`src/rtl/sc_road_scheduler_pkg.sv`:
```
// Shared definitions for the Road Fighter row scheduler: FSM states, LFSR taps/seed,
// and the number of obstacle rows driven onto the matrix.
package sc_road_scheduler_pkg;

  typedef enum logic [1:0] {
    ST_IDLE  = 2'b00,
    ST_PLAY  = 2'b01,
    ST_CRASH = 2'b10
  } state_t;

  localparam int unsigned ROW_COUNT         = 7;
  localparam logic [7:0]  LFSR_TAPS         = 8'hB8;  // bits 7,5,4,3
  localparam logic [7:0]  LFSR_SEED_DEFAULT = 8'hA5;

  function automatic logic [7:0] lfsr_next(input logic [7:0] v);
    return {v[6:0], ^(v & LFSR_TAPS)};
  endfunction

endpackage

```
`src/rtl/sc_road_scheduler_if.sv`:
```
// Player/matrix-side bundle of the road scheduler: start button, player row in,
// obstacle rows and status out.
interface sc_road_scheduler_if #(
  parameter int unsigned DATAWIDTH_BUS = 8
);
  logic                     SC_ROADSCHED_start_In;
  logic [DATAWIDTH_BUS-1:0] SC_ROADSCHED_player_InBUS;
  logic [DATAWIDTH_BUS-1:0] SC_ROADSCHED_data0_OutBUS;
  logic [DATAWIDTH_BUS-1:0] SC_ROADSCHED_data1_OutBUS;
  logic [DATAWIDTH_BUS-1:0] SC_ROADSCHED_data2_OutBUS;
  logic [DATAWIDTH_BUS-1:0] SC_ROADSCHED_data3_OutBUS;
  logic [DATAWIDTH_BUS-1:0] SC_ROADSCHED_data4_OutBUS;
  logic [DATAWIDTH_BUS-1:0] SC_ROADSCHED_data5_OutBUS;
  logic [DATAWIDTH_BUS-1:0] SC_ROADSCHED_data6_OutBUS;
  logic                     SC_ROADSCHED_crash_Out;
  logic [1:0]               SC_ROADSCHED_state_OutBUS;
  logic [3:0]               SC_ROADSCHED_level_OutBUS;

  modport slave (
    input  SC_ROADSCHED_start_In, SC_ROADSCHED_player_InBUS,
    output SC_ROADSCHED_data0_OutBUS, SC_ROADSCHED_data1_OutBUS, SC_ROADSCHED_data2_OutBUS,
           SC_ROADSCHED_data3_OutBUS, SC_ROADSCHED_data4_OutBUS, SC_ROADSCHED_data5_OutBUS,
           SC_ROADSCHED_data6_OutBUS, SC_ROADSCHED_crash_Out, SC_ROADSCHED_state_OutBUS,
           SC_ROADSCHED_level_OutBUS
  );

  modport master (
    output SC_ROADSCHED_start_In, SC_ROADSCHED_player_InBUS,
    input  SC_ROADSCHED_data0_OutBUS, SC_ROADSCHED_data1_OutBUS, SC_ROADSCHED_data2_OutBUS,
           SC_ROADSCHED_data3_OutBUS, SC_ROADSCHED_data4_OutBUS, SC_ROADSCHED_data5_OutBUS,
           SC_ROADSCHED_data6_OutBUS, SC_ROADSCHED_crash_Out, SC_ROADSCHED_state_OutBUS,
           SC_ROADSCHED_level_OutBUS
  );
endinterface

```
`src/rtl/sc_road_scheduler_lfsr8.sv`:
```
// 8-bit Fibonacci LFSR picking obstacle lanes; load restores the seed and wins over enable.
module sc_lfsr8
  import sc_road_scheduler_pkg::*;
#(
  parameter logic [7:0] SEED = LFSR_SEED_DEFAULT
) (
  input  logic       clk,
  input  logic       rst,
  input  logic       load,
  input  logic       en,
  output logic [7:0] value
);

  always_ff @(posedge clk or posedge rst) begin
    if (rst)       value <= SEED;
    else if (load) value <= SEED;
    else if (en)   value <= lfsr_next(value);
  end

endmodule

```
`src/rtl/sc_road_scheduler.sv`:
```
// Road Fighter sequencer: scrolls single-lane obstacle rows toward the player at a
// level-dependent rate and freezes the field on a collision.
module sc_road_scheduler
  import sc_road_scheduler_pkg::*;
#(
  parameter int unsigned DATAWIDTH_BUS       = 8,
  parameter int unsigned PRESCALER_DATAWIDTH = 23,
  parameter int unsigned TICK_INIT           = 5000000,
  parameter int unsigned TICK_MIN            = 1000000,
  parameter int unsigned TICK_STEP           = 500000,
  parameter int unsigned ROWS_PER_LEVEL      = 16,
  parameter logic [7:0]  LFSR_SEED           = 8'hA5
) (
  input  logic                SC_ROADSCHED_CLOCK_50,
  input  logic                SC_ROADSCHED_RESET_InHigh,
  sc_road_scheduler_if.slave  road
);

  localparam int unsigned PW          = PRESCALER_DATAWIDTH;
  localparam int unsigned DW          = DATAWIDTH_BUS;
  localparam int unsigned STEP_FLOOR  = TICK_MIN + TICK_STEP;
  localparam logic [15:0] ROW_WRAP    = 16'(ROWS_PER_LEVEL - 1);
  localparam logic [7:0]  LANE_MASK   = 8'h07;

  logic          clk, rst;
  state_t        state, state_nxt;
  logic          start_q, start_rise, init, tick, hit;
  logic [PW-1:0] presc, period, period_dn;
  logic [15:0]   row_cnt;
  logic [3:0]    level;
  logic [7:0]    lfsr;
  logic [DW-1:0] obstacle;
  logic [DW-1:0] rows [ROW_COUNT];

  assign clk        = SC_ROADSCHED_CLOCK_50;
  assign rst        = SC_ROADSCHED_RESET_InHigh;
  assign start_rise = road.SC_ROADSCHED_start_In & ~start_q;
  assign init       = start_rise && (state != ST_PLAY);
  assign tick       = (state == ST_PLAY) && (presc == period - PW'(1));
  assign hit        = |(rows[ROW_COUNT-1] & road.SC_ROADSCHED_player_InBUS);
  assign obstacle   = DW'(1) << (lfsr & LANE_MASK);

  always_comb begin
    if (32'(period) >= STEP_FLOOR) period_dn = period - PW'(TICK_STEP);
    else                           period_dn = PW'(TICK_MIN);
  end

  sc_lfsr8 #(.SEED(LFSR_SEED)) u_lfsr (
    .clk   (clk),
    .rst   (rst),
    .load  (init),
    .en    (tick && !hit),
    .value (lfsr)
  );

  always_ff @(posedge clk or posedge rst) begin
    if (rst) state <= ST_IDLE;
    else     state <= state_nxt;
  end

  always_comb begin
    state_nxt = state;
    case (state)
      ST_IDLE:  if (start_rise)  state_nxt = ST_PLAY;
      ST_PLAY:  if (tick && hit) state_nxt = ST_CRASH;
      ST_CRASH: if (start_rise)  state_nxt = ST_PLAY;
      default:                   state_nxt = ST_IDLE;
    endcase
  end

  always_comb begin
    road.SC_ROADSCHED_crash_Out    = (state == ST_CRASH);
    road.SC_ROADSCHED_state_OutBUS = state;
    road.SC_ROADSCHED_level_OutBUS = level;
  end

  // A crash tick only rewinds the prescaler; rows, row count, level and period hold.
  always_ff @(posedge clk or posedge rst) begin
    if (rst) begin
      start_q <= 1'b0;
      presc   <= '0;
      period  <= PW'(TICK_INIT);
      row_cnt <= '0;
      level   <= '0;
      for (int unsigned i = 0; i < ROW_COUNT; i++) rows[i] <= '0;
    end else begin
      start_q <= road.SC_ROADSCHED_start_In;
      if (init) begin
        presc   <= '0;
        period  <= PW'(TICK_INIT);
        row_cnt <= '0;
        level   <= '0;
        for (int unsigned i = 0; i < ROW_COUNT; i++) rows[i] <= '0;
      end else if (state == ST_PLAY) begin
        if (!tick) begin
          presc <= presc + PW'(1);
        end else begin
          presc <= '0;
          if (!hit) begin
            for (int unsigned i = ROW_COUNT - 1; i > 0; i--) rows[i] <= rows[i-1];
            rows[0] <= row_cnt[0] ? '0 : obstacle;
            if (row_cnt == ROW_WRAP) begin
              row_cnt <= '0;
              period  <= period_dn;
              if (level != 4'hF) level <= level + 4'd1;
            end else begin
              row_cnt <= row_cnt + 16'd1;
            end
          end
        end
      end
    end
  end

  assign road.SC_ROADSCHED_data0_OutBUS = rows[0];
  assign road.SC_ROADSCHED_data1_OutBUS = rows[1];
  assign road.SC_ROADSCHED_data2_OutBUS = rows[2];
  assign road.SC_ROADSCHED_data3_OutBUS = rows[3];
  assign road.SC_ROADSCHED_data4_OutBUS = rows[4];
  assign road.SC_ROADSCHED_data5_OutBUS = rows[5];
  assign road.SC_ROADSCHED_data6_OutBUS = rows[6];

endmodule

```
`src/flat_wrapper.sv`:
```
// flat-port wrapper written by rule: the top's interface ports become plain ports
module sc_road_scheduler_flat import sc_road_scheduler_pkg::*;
#(
  parameter int unsigned DATAWIDTH_BUS       = 8,
  parameter int unsigned PRESCALER_DATAWIDTH = 23,
  parameter int unsigned TICK_INIT           = 5000000,
  parameter int unsigned TICK_MIN            = 1000000,
  parameter int unsigned TICK_STEP           = 500000,
  parameter int unsigned ROWS_PER_LEVEL      = 16,
  parameter logic [7:0]  LFSR_SEED           = 8'hA5
)
  (SC_ROADSCHED_CLOCK_50, SC_ROADSCHED_RESET_InHigh, road_SC_ROADSCHED_start_In, road_SC_ROADSCHED_player_InBUS, road_SC_ROADSCHED_data0_OutBUS, road_SC_ROADSCHED_data1_OutBUS, road_SC_ROADSCHED_data2_OutBUS, road_SC_ROADSCHED_data3_OutBUS, road_SC_ROADSCHED_data4_OutBUS, road_SC_ROADSCHED_data5_OutBUS, road_SC_ROADSCHED_data6_OutBUS, road_SC_ROADSCHED_crash_Out, road_SC_ROADSCHED_state_OutBUS, road_SC_ROADSCHED_level_OutBUS);
  sc_road_scheduler_if #(.DATAWIDTH_BUS(DATAWIDTH_BUS)) road_i ();
  input  logic SC_ROADSCHED_CLOCK_50;
  input  logic SC_ROADSCHED_RESET_InHigh;
  input wire logic [$bits(road_i.SC_ROADSCHED_start_In)-1:0] road_SC_ROADSCHED_start_In;
  input wire logic [$bits(road_i.SC_ROADSCHED_player_InBUS)-1:0] road_SC_ROADSCHED_player_InBUS;
  output wire logic [$bits(road_i.SC_ROADSCHED_data0_OutBUS)-1:0] road_SC_ROADSCHED_data0_OutBUS;
  output wire logic [$bits(road_i.SC_ROADSCHED_data1_OutBUS)-1:0] road_SC_ROADSCHED_data1_OutBUS;
  output wire logic [$bits(road_i.SC_ROADSCHED_data2_OutBUS)-1:0] road_SC_ROADSCHED_data2_OutBUS;
  output wire logic [$bits(road_i.SC_ROADSCHED_data3_OutBUS)-1:0] road_SC_ROADSCHED_data3_OutBUS;
  output wire logic [$bits(road_i.SC_ROADSCHED_data4_OutBUS)-1:0] road_SC_ROADSCHED_data4_OutBUS;
  output wire logic [$bits(road_i.SC_ROADSCHED_data5_OutBUS)-1:0] road_SC_ROADSCHED_data5_OutBUS;
  output wire logic [$bits(road_i.SC_ROADSCHED_data6_OutBUS)-1:0] road_SC_ROADSCHED_data6_OutBUS;
  output wire logic [$bits(road_i.SC_ROADSCHED_crash_Out)-1:0] road_SC_ROADSCHED_crash_Out;
  output wire logic [$bits(road_i.SC_ROADSCHED_state_OutBUS)-1:0] road_SC_ROADSCHED_state_OutBUS;
  output wire logic [$bits(road_i.SC_ROADSCHED_level_OutBUS)-1:0] road_SC_ROADSCHED_level_OutBUS;
  assign road_i.SC_ROADSCHED_start_In = road_SC_ROADSCHED_start_In;
  assign road_i.SC_ROADSCHED_player_InBUS = road_SC_ROADSCHED_player_InBUS;
  assign road_SC_ROADSCHED_data0_OutBUS = road_i.SC_ROADSCHED_data0_OutBUS;
  assign road_SC_ROADSCHED_data1_OutBUS = road_i.SC_ROADSCHED_data1_OutBUS;
  assign road_SC_ROADSCHED_data2_OutBUS = road_i.SC_ROADSCHED_data2_OutBUS;
  assign road_SC_ROADSCHED_data3_OutBUS = road_i.SC_ROADSCHED_data3_OutBUS;
  assign road_SC_ROADSCHED_data4_OutBUS = road_i.SC_ROADSCHED_data4_OutBUS;
  assign road_SC_ROADSCHED_data5_OutBUS = road_i.SC_ROADSCHED_data5_OutBUS;
  assign road_SC_ROADSCHED_data6_OutBUS = road_i.SC_ROADSCHED_data6_OutBUS;
  assign road_SC_ROADSCHED_crash_Out = road_i.SC_ROADSCHED_crash_Out;
  assign road_SC_ROADSCHED_state_OutBUS = road_i.SC_ROADSCHED_state_OutBUS;
  assign road_SC_ROADSCHED_level_OutBUS = road_i.SC_ROADSCHED_level_OutBUS;
  sc_road_scheduler #(.DATAWIDTH_BUS(DATAWIDTH_BUS), .PRESCALER_DATAWIDTH(PRESCALER_DATAWIDTH), .TICK_INIT(TICK_INIT), .TICK_MIN(TICK_MIN), .TICK_STEP(TICK_STEP), .ROWS_PER_LEVEL(ROWS_PER_LEVEL), .LFSR_SEED(LFSR_SEED)) u_core (.SC_ROADSCHED_CLOCK_50(SC_ROADSCHED_CLOCK_50), .SC_ROADSCHED_RESET_InHigh(SC_ROADSCHED_RESET_InHigh), .road(road_i));
endmodule
```
`config.mk`:
```
export PLATFORM = sky130hd
export DESIGN_NAME = sc_road_scheduler_flat
export DESIGN_NICKNAME = d
export VERILOG_FILES = /design/src/rtl/sc_road_scheduler_pkg.sv /design/src/rtl/sc_road_scheduler_if.sv /design/src/rtl/sc_road_scheduler_lfsr8.sv /design/src/rtl/sc_road_scheduler.sv /design/src/flat_wrapper.sv
export SDC_FILE = /design/constraint.sdc
export NUM_CORES = 1
export LEC_CHECK = 0
export ABC_AREA = 1
export CORE_ASPECT_RATIO = 1.75
export CORE_MARGIN = 2
export CORE_UTILIZATION = 35
export DETAILED_ROUTE_END_ITERATION = 10
export PLACE_DENSITY_LB_ADDON = 0.1
export SLEW_MARGIN = 5
export SYNTH_ARGS = -nofsm -noshare
export SYNTH_HDL_FRONTEND = slang
export SYNTH_SLANG_ARGS = --single-unit
```
`constraint.sdc`:
```
create_clock -name SC_ROADSCHED_CLOCK_50 -period 4.7 [get_ports SC_ROADSCHED_CLOCK_50]
set_clock_uncertainty 0.05 [all_clocks]
set_input_delay 1.41 -clock SC_ROADSCHED_CLOCK_50 [delete_from_list [all_inputs] [get_ports SC_ROADSCHED_CLOCK_50]]
set_output_delay 1.41 -clock SC_ROADSCHED_CLOCK_50 [all_outputs]
set_load 0.1 [all_outputs]
```
## After elaboration in Yosys (flattened, before gate mapping)

Cells that the tools add are included.

| word-level totals | value |
|---|---|
| output and inout port bits | 63 |
| bits in registers | 133 |
| input bits | 11 |

| cells by class | value |
|---|---|
| reduce and logical (&&, ||, !) cells | 18 |
| mux-type cells | 30 |
| $add $sub $neg | 5 |
| shift-type cells | 1 |
| magnitude comparators | 1 |
| bitwise logic cells | 3 |
| equal/unequal tests | 9 |

Operators by type and width:

| operator | count |
|---|---|
| $mux W56 | 4 |
| $mux W23 | 9 |
| $mux W16 | 5 |
| $mux W4 | 6 |
| $mux W8 | 3 |
| $add A23 B1 Y23 const B | 1 |
| $eq A23 B23 Y1 | 1 |
| $ge A23 B21 Y1 const B | 1 |
| $sub A23 B1 Y23 const B | 1 |
| $sub A23 B19 Y23 const B | 1 |
| $add A16 B1 Y16 const B | 1 |
| $eq A16 B4 Y1 const B | 1 |
| $reduce_bool A2 Y1 | 5 |
| $and A8 B8 Y8 | 1 |
| $ne A2 B1 Y1 const B | 4 |
| $reduce_or A8 Y1 | 1 |
| $reduce_xor A8 Y1 | 1 |
| $shl A1 B3 Y8 const A | 1 |
| $reduce_and A5 Y1 | 1 |
| $add A4 B1 Y4 const B | 1 |
| $logic_and A1 B1 Y1 | 4 |
| $mux W2 | 2 |
| $ne A4 B4 Y1 const B | 1 |
| $pmux W2 S2 | 1 |
| 10 further kinds | 10 |

## Depth between registers and ports, before layout

| logic depth | value |
|---|---|
| word-level depth | 7 |
| mapped depth | 18 |
| gate-level depth less buffers | 16 |

## Modules after synthesis

Synthesis repeated with hierarchy kept, for this count alone.

| unflattened totals | value |
|---|---|
| cell total of the unflattened synthesis | 1005 |
| area, all modules | 7360.8 um2 |

By module, submodules not included:

| module | cells an instance | area an instance (um2) | times used |
|---|---|---|---|
| sc_road_scheduler | 955 | 6970.4 | 1 |
| sc_lfsr8 | 50 | 390.4 | 1 |

## Worst setup path after synthesis

OpenSTA, ideal clock, no wires.

| timing | value |
|---|---|
| path kind | register to output |
| from | register u_core.state[1], in the netlist u_core.road.SC_ROADSCHED_state_OutBUS[1] |
| to | output road_SC_ROADSCHED_crash_Out |
| slack | 0.894 ns |
| data arrival time | 2.346 ns |
| stages on the path, launching flop included | 3 |
| data required time | 3.240 ns |
| cell sequence | dfrtp_1 -> inv_1 -> nor2_1 |

| on the way | value |
|---|---|
| cells in the longest elaborated chain, start to end | 1 |

RTL lines:

| item | line | source |
|---|---|---|
| start, declared | sc_road_scheduler.sv:26 | `state_t state, state_nxt;` |
| start signal, assigned | sc_road_scheduler.sv:58 | `else state <= state_nxt;` |
| $eq A2 B2 Y1 | sc_road_scheduler.sv:72 | `road.SC_ROADSCHED_crash_Out = (state == ST_CRASH);` |
| end, declared | flat_wrapper.sv:25 | `output wire logic [$bits(road_i.SC_ROADSCHED_crash_Out)-1:0] road_SC_ROADSCHED_crash_Out;` |

No other way between the ends.

## Worst setup path in the final report

| timing | value |
|---|---|
| from | register u_core.state[0], in the netlist u_core.road.SC_ROADSCHED_state_OutBUS[0] |
| to | output road_SC_ROADSCHED_crash_Out |

Same word-level chain as after synthesis.

==> run metrics <==
Initial Util 35.7%; Max Cap Violations 0; clk_lat worst skew 0.43 ns; critical path capture point type output pin; fraction of the yosys area taken by sequential cells 43.1%; Netlist cell types 41; TritonRoute pass-1 iters 4; final hold violation count 0; Post-DP HPWL 14.3 mm; CP Launch Type register; H-tree depth 4; initial antenna violation count 0; placed cell areas 8320 um2; most frequent cells in the layout nand2_1, dfrtp_1, nor2_1, clkdlybuf4s50_1, inv_1; die height 197 um; number of buffer cells added on primary ports 73; largest net degree at the start of global routing 161; PD cells 547 nW/um2; ys flop type dfrtp_1; Setup CP Type register to output pin; post-CTS sizing 0; EDFF count, synth 0; Boundary Pins 74; vias in the first global route 6359; CTS buffer count 17; First DRT Iteration DRCs 306; Pleak 3.90 nW; Worst Tran Pin Value 1.05 ns; fin nets 1045; unrepaired setup endpoints after global routing false; Finished Layout Cells 1294; Peak Freq 0.271 GHz; post-detailed-route count of antenna-violating nets 0; first-pass GRT wire length 32.9 mm; max incr delay on CP 1.18 ns; Core ar. 20900 um2; # diodes 0; share of post-route cells with drive strength above 1 13.1%; YS warnings 0; Critical Path AT 2.23 ns; post-route cell area 9000 um2; slowest CP cell clkdlybuf4s50_1; Reg clk slew, reported paths 0.06 ns; TritonCTS clock tree yes; Syn Area/Cell 7.68 um2; syn nets 989; Synth area leader dfrtp_1; Setup Fix Bufs, Post-CTS 0; Final period util 78.5%; Placement Setup Slack 0.963 ns; area share of the leading cell type in the synthesized netlist 38.8%; RePlAce Congestion 0.866; CP bufs+invs 1; # hold bufs at CTS 0; clk sinks 128; Final setup viols 0; Final Slew Violations 0; Hold Crit Class register to register; status finished clean; routed len/inst 15.5 um; Top delay family on crit path buffers and inverters; top cells by area, synth dfrtp_1, nand2_1, nor2_1, dfstp_2, o21ai_2; vias 6376; Total GRT Usage 18.8%; VDD IR max 0.288 mV; CP Cell Sequence nor2_1 -> clkdlybuf4s50_1; Post-Syn Area 7470 um2; FF-to-FF setup slack 1.61 ns; Area growth syn-to-layout 20.4%; Yosys reg bits 128; TNS Setup 0 ns; Final min period 3.69 ns; Slew headroom 29.7%; die area 22600 um2; DR vias/cell 4.93; site row count 70; WL final 20.1 mm; DRC viols 0; Async SR Flop Fraction 100%; Worst Path Max Fanout 4; post-placement cell count 1262; worst setup margin 1.01 ns; WP data required 3.24 ns; most common cell after layout, fill and taps aside nand2_1; gr ovfl total 0; Die W 114 um; Clock Path Buffers 2; clock root buffer clkbuf_16; cell count after synthesis 973
[per-layer routing]
metal  routed length (um)  track usage (%)
met4                  674             8.76
met3                  444             3.41
met2                10800             34.1
met5                    0                0
met1                 8140             21.0
[registers in the layout (all words and copies together) (netlist names)]
| signal | cells |
|---|---|
| u_core.road.SC_ROADSCHED_data0_OutBUS | 8 |
| u_core.row_cnt | 16 |
| u_core.period | 18 |
| u_core.road.SC_ROADSCHED_data6_OutBUS | 8 |
| u_core.presc | 23 |
| u_core.road.SC_ROADSCHED_data3_OutBUS | 8 |
| u_core.road.SC_ROADSCHED_data1_OutBUS | 8 |
| u_core.road.SC_ROADSCHED_state_OutBUS | 2 |
| u_core.start_q | 1 |
| u_core.road.SC_ROADSCHED_data4_OutBUS | 8 |
| u_core.road.SC_ROADSCHED_data5_OutBUS | 8 |
| u_core.road.SC_ROADSCHED_level_OutBUS | 4 |
| u_core.road.SC_ROADSCHED_data2_OutBUS | 8 |
| u_core.u_lfsr.value | 8 |
[final timing paths]
kind	end	startpoint	depth (start not counted)
setup / recovery	road_SC_ROADSCHED_crash_Out	u_core.road.SC_ROADSCHED_state_OutBUS[0]$_DFFE_PP0P_	2
hold / removal	u_core.u_lfsr.value[7]$_DFFE_PP1P_	u_core.u_lfsr.value[7]$_DFFE_PP1P_	2
setup reg to reg	u_core.road.SC_ROADSCHED_data5_OutBUS[4]$_DFFE_PP0P_	u_core.period[5]$_DFFE_PP0P_	17
hold reg to reg	u_core.u_lfsr.value[7]$_DFFE_PP1P_	u_core.u_lfsr.value[7]$_DFFE_PP1P_	2
max in group asynchronous	u_core.u_lfsr.value[0]$_DFFE_PP1P_	SC_ROADSCHED_RESET_InHigh	3
min in group asynchronous	u_core.row_cnt[10]$_DFFE_PP0P_	SC_ROADSCHED_RESET_InHigh	2
[cells in the mapped netlist (all sizes together), types with 9 or more instances]
library cell / n
o21ai: 115
nor3: 16
or2: 11
nand3: 64
xor2: 31
inv: 74
nand2: 309
dfrtp: 116
nor2: 100
dfstp: 12
clkbuf: 10
nand4: 26
a21oi: 9
buf: 38
[report_power, final]
part	internal, mW	total (mW)	switching, mW
sequential	1.32	1.60	0.270
clock	1.01	1.54	0.525
combinational	0.539	1.79	1.25
total	2.88	4.92	2.04
[cells by family after synthesis]
kind of cell,after synthesis,synth area share (%)
adders and majority gates,5,0.837
AOI/OAI and AO/OA,138,11.6
and+or+nand+nor,540,31.8
xor gates and xnor gates,38,4.45
DFF,128,43.1
buffers and inverters,124,8.27
[cell type report]
| cell class | instances | area, um2 |
|---|---|---|
| fill | 2129 | 11900 |
| inverter | 76 | 289 |
| multi-input combinational | 721 | 3640 |
| sequential | 128 | 3220 |
| clock buffer | 20 | 447 |
| tap | 252 | 315 |
| clock inverter | 12 | 231 |
| timing repair buffer | 85 | 858 |
[per-stage QoR]
stage / utilization, % / hold slack, ns / total power, mW
5_1_grt: 43.0 / 0.449 / 5.22
6_report: 43.0 / 0.435 / 4.92
3_3_place_gp: 39.7 / 0.427 / 3.40
2_1_floorplan: - / 0.409 / 3.00
4_1_cts: 43.0 / 0.438 / 4.98
3_5_place_dp: 39.7 / 0.428 / 3.41
[worst reg2reg max path: cells and delay by family (launching register included)]
kind            cells  cell delay (ns)
buf+inv             3             0.75
flops               1             0.45
compound gates      1             0.11
simple gates       12             1.36
fa+ha+maj           1             0.30
(Power assumes the default switching activity.)
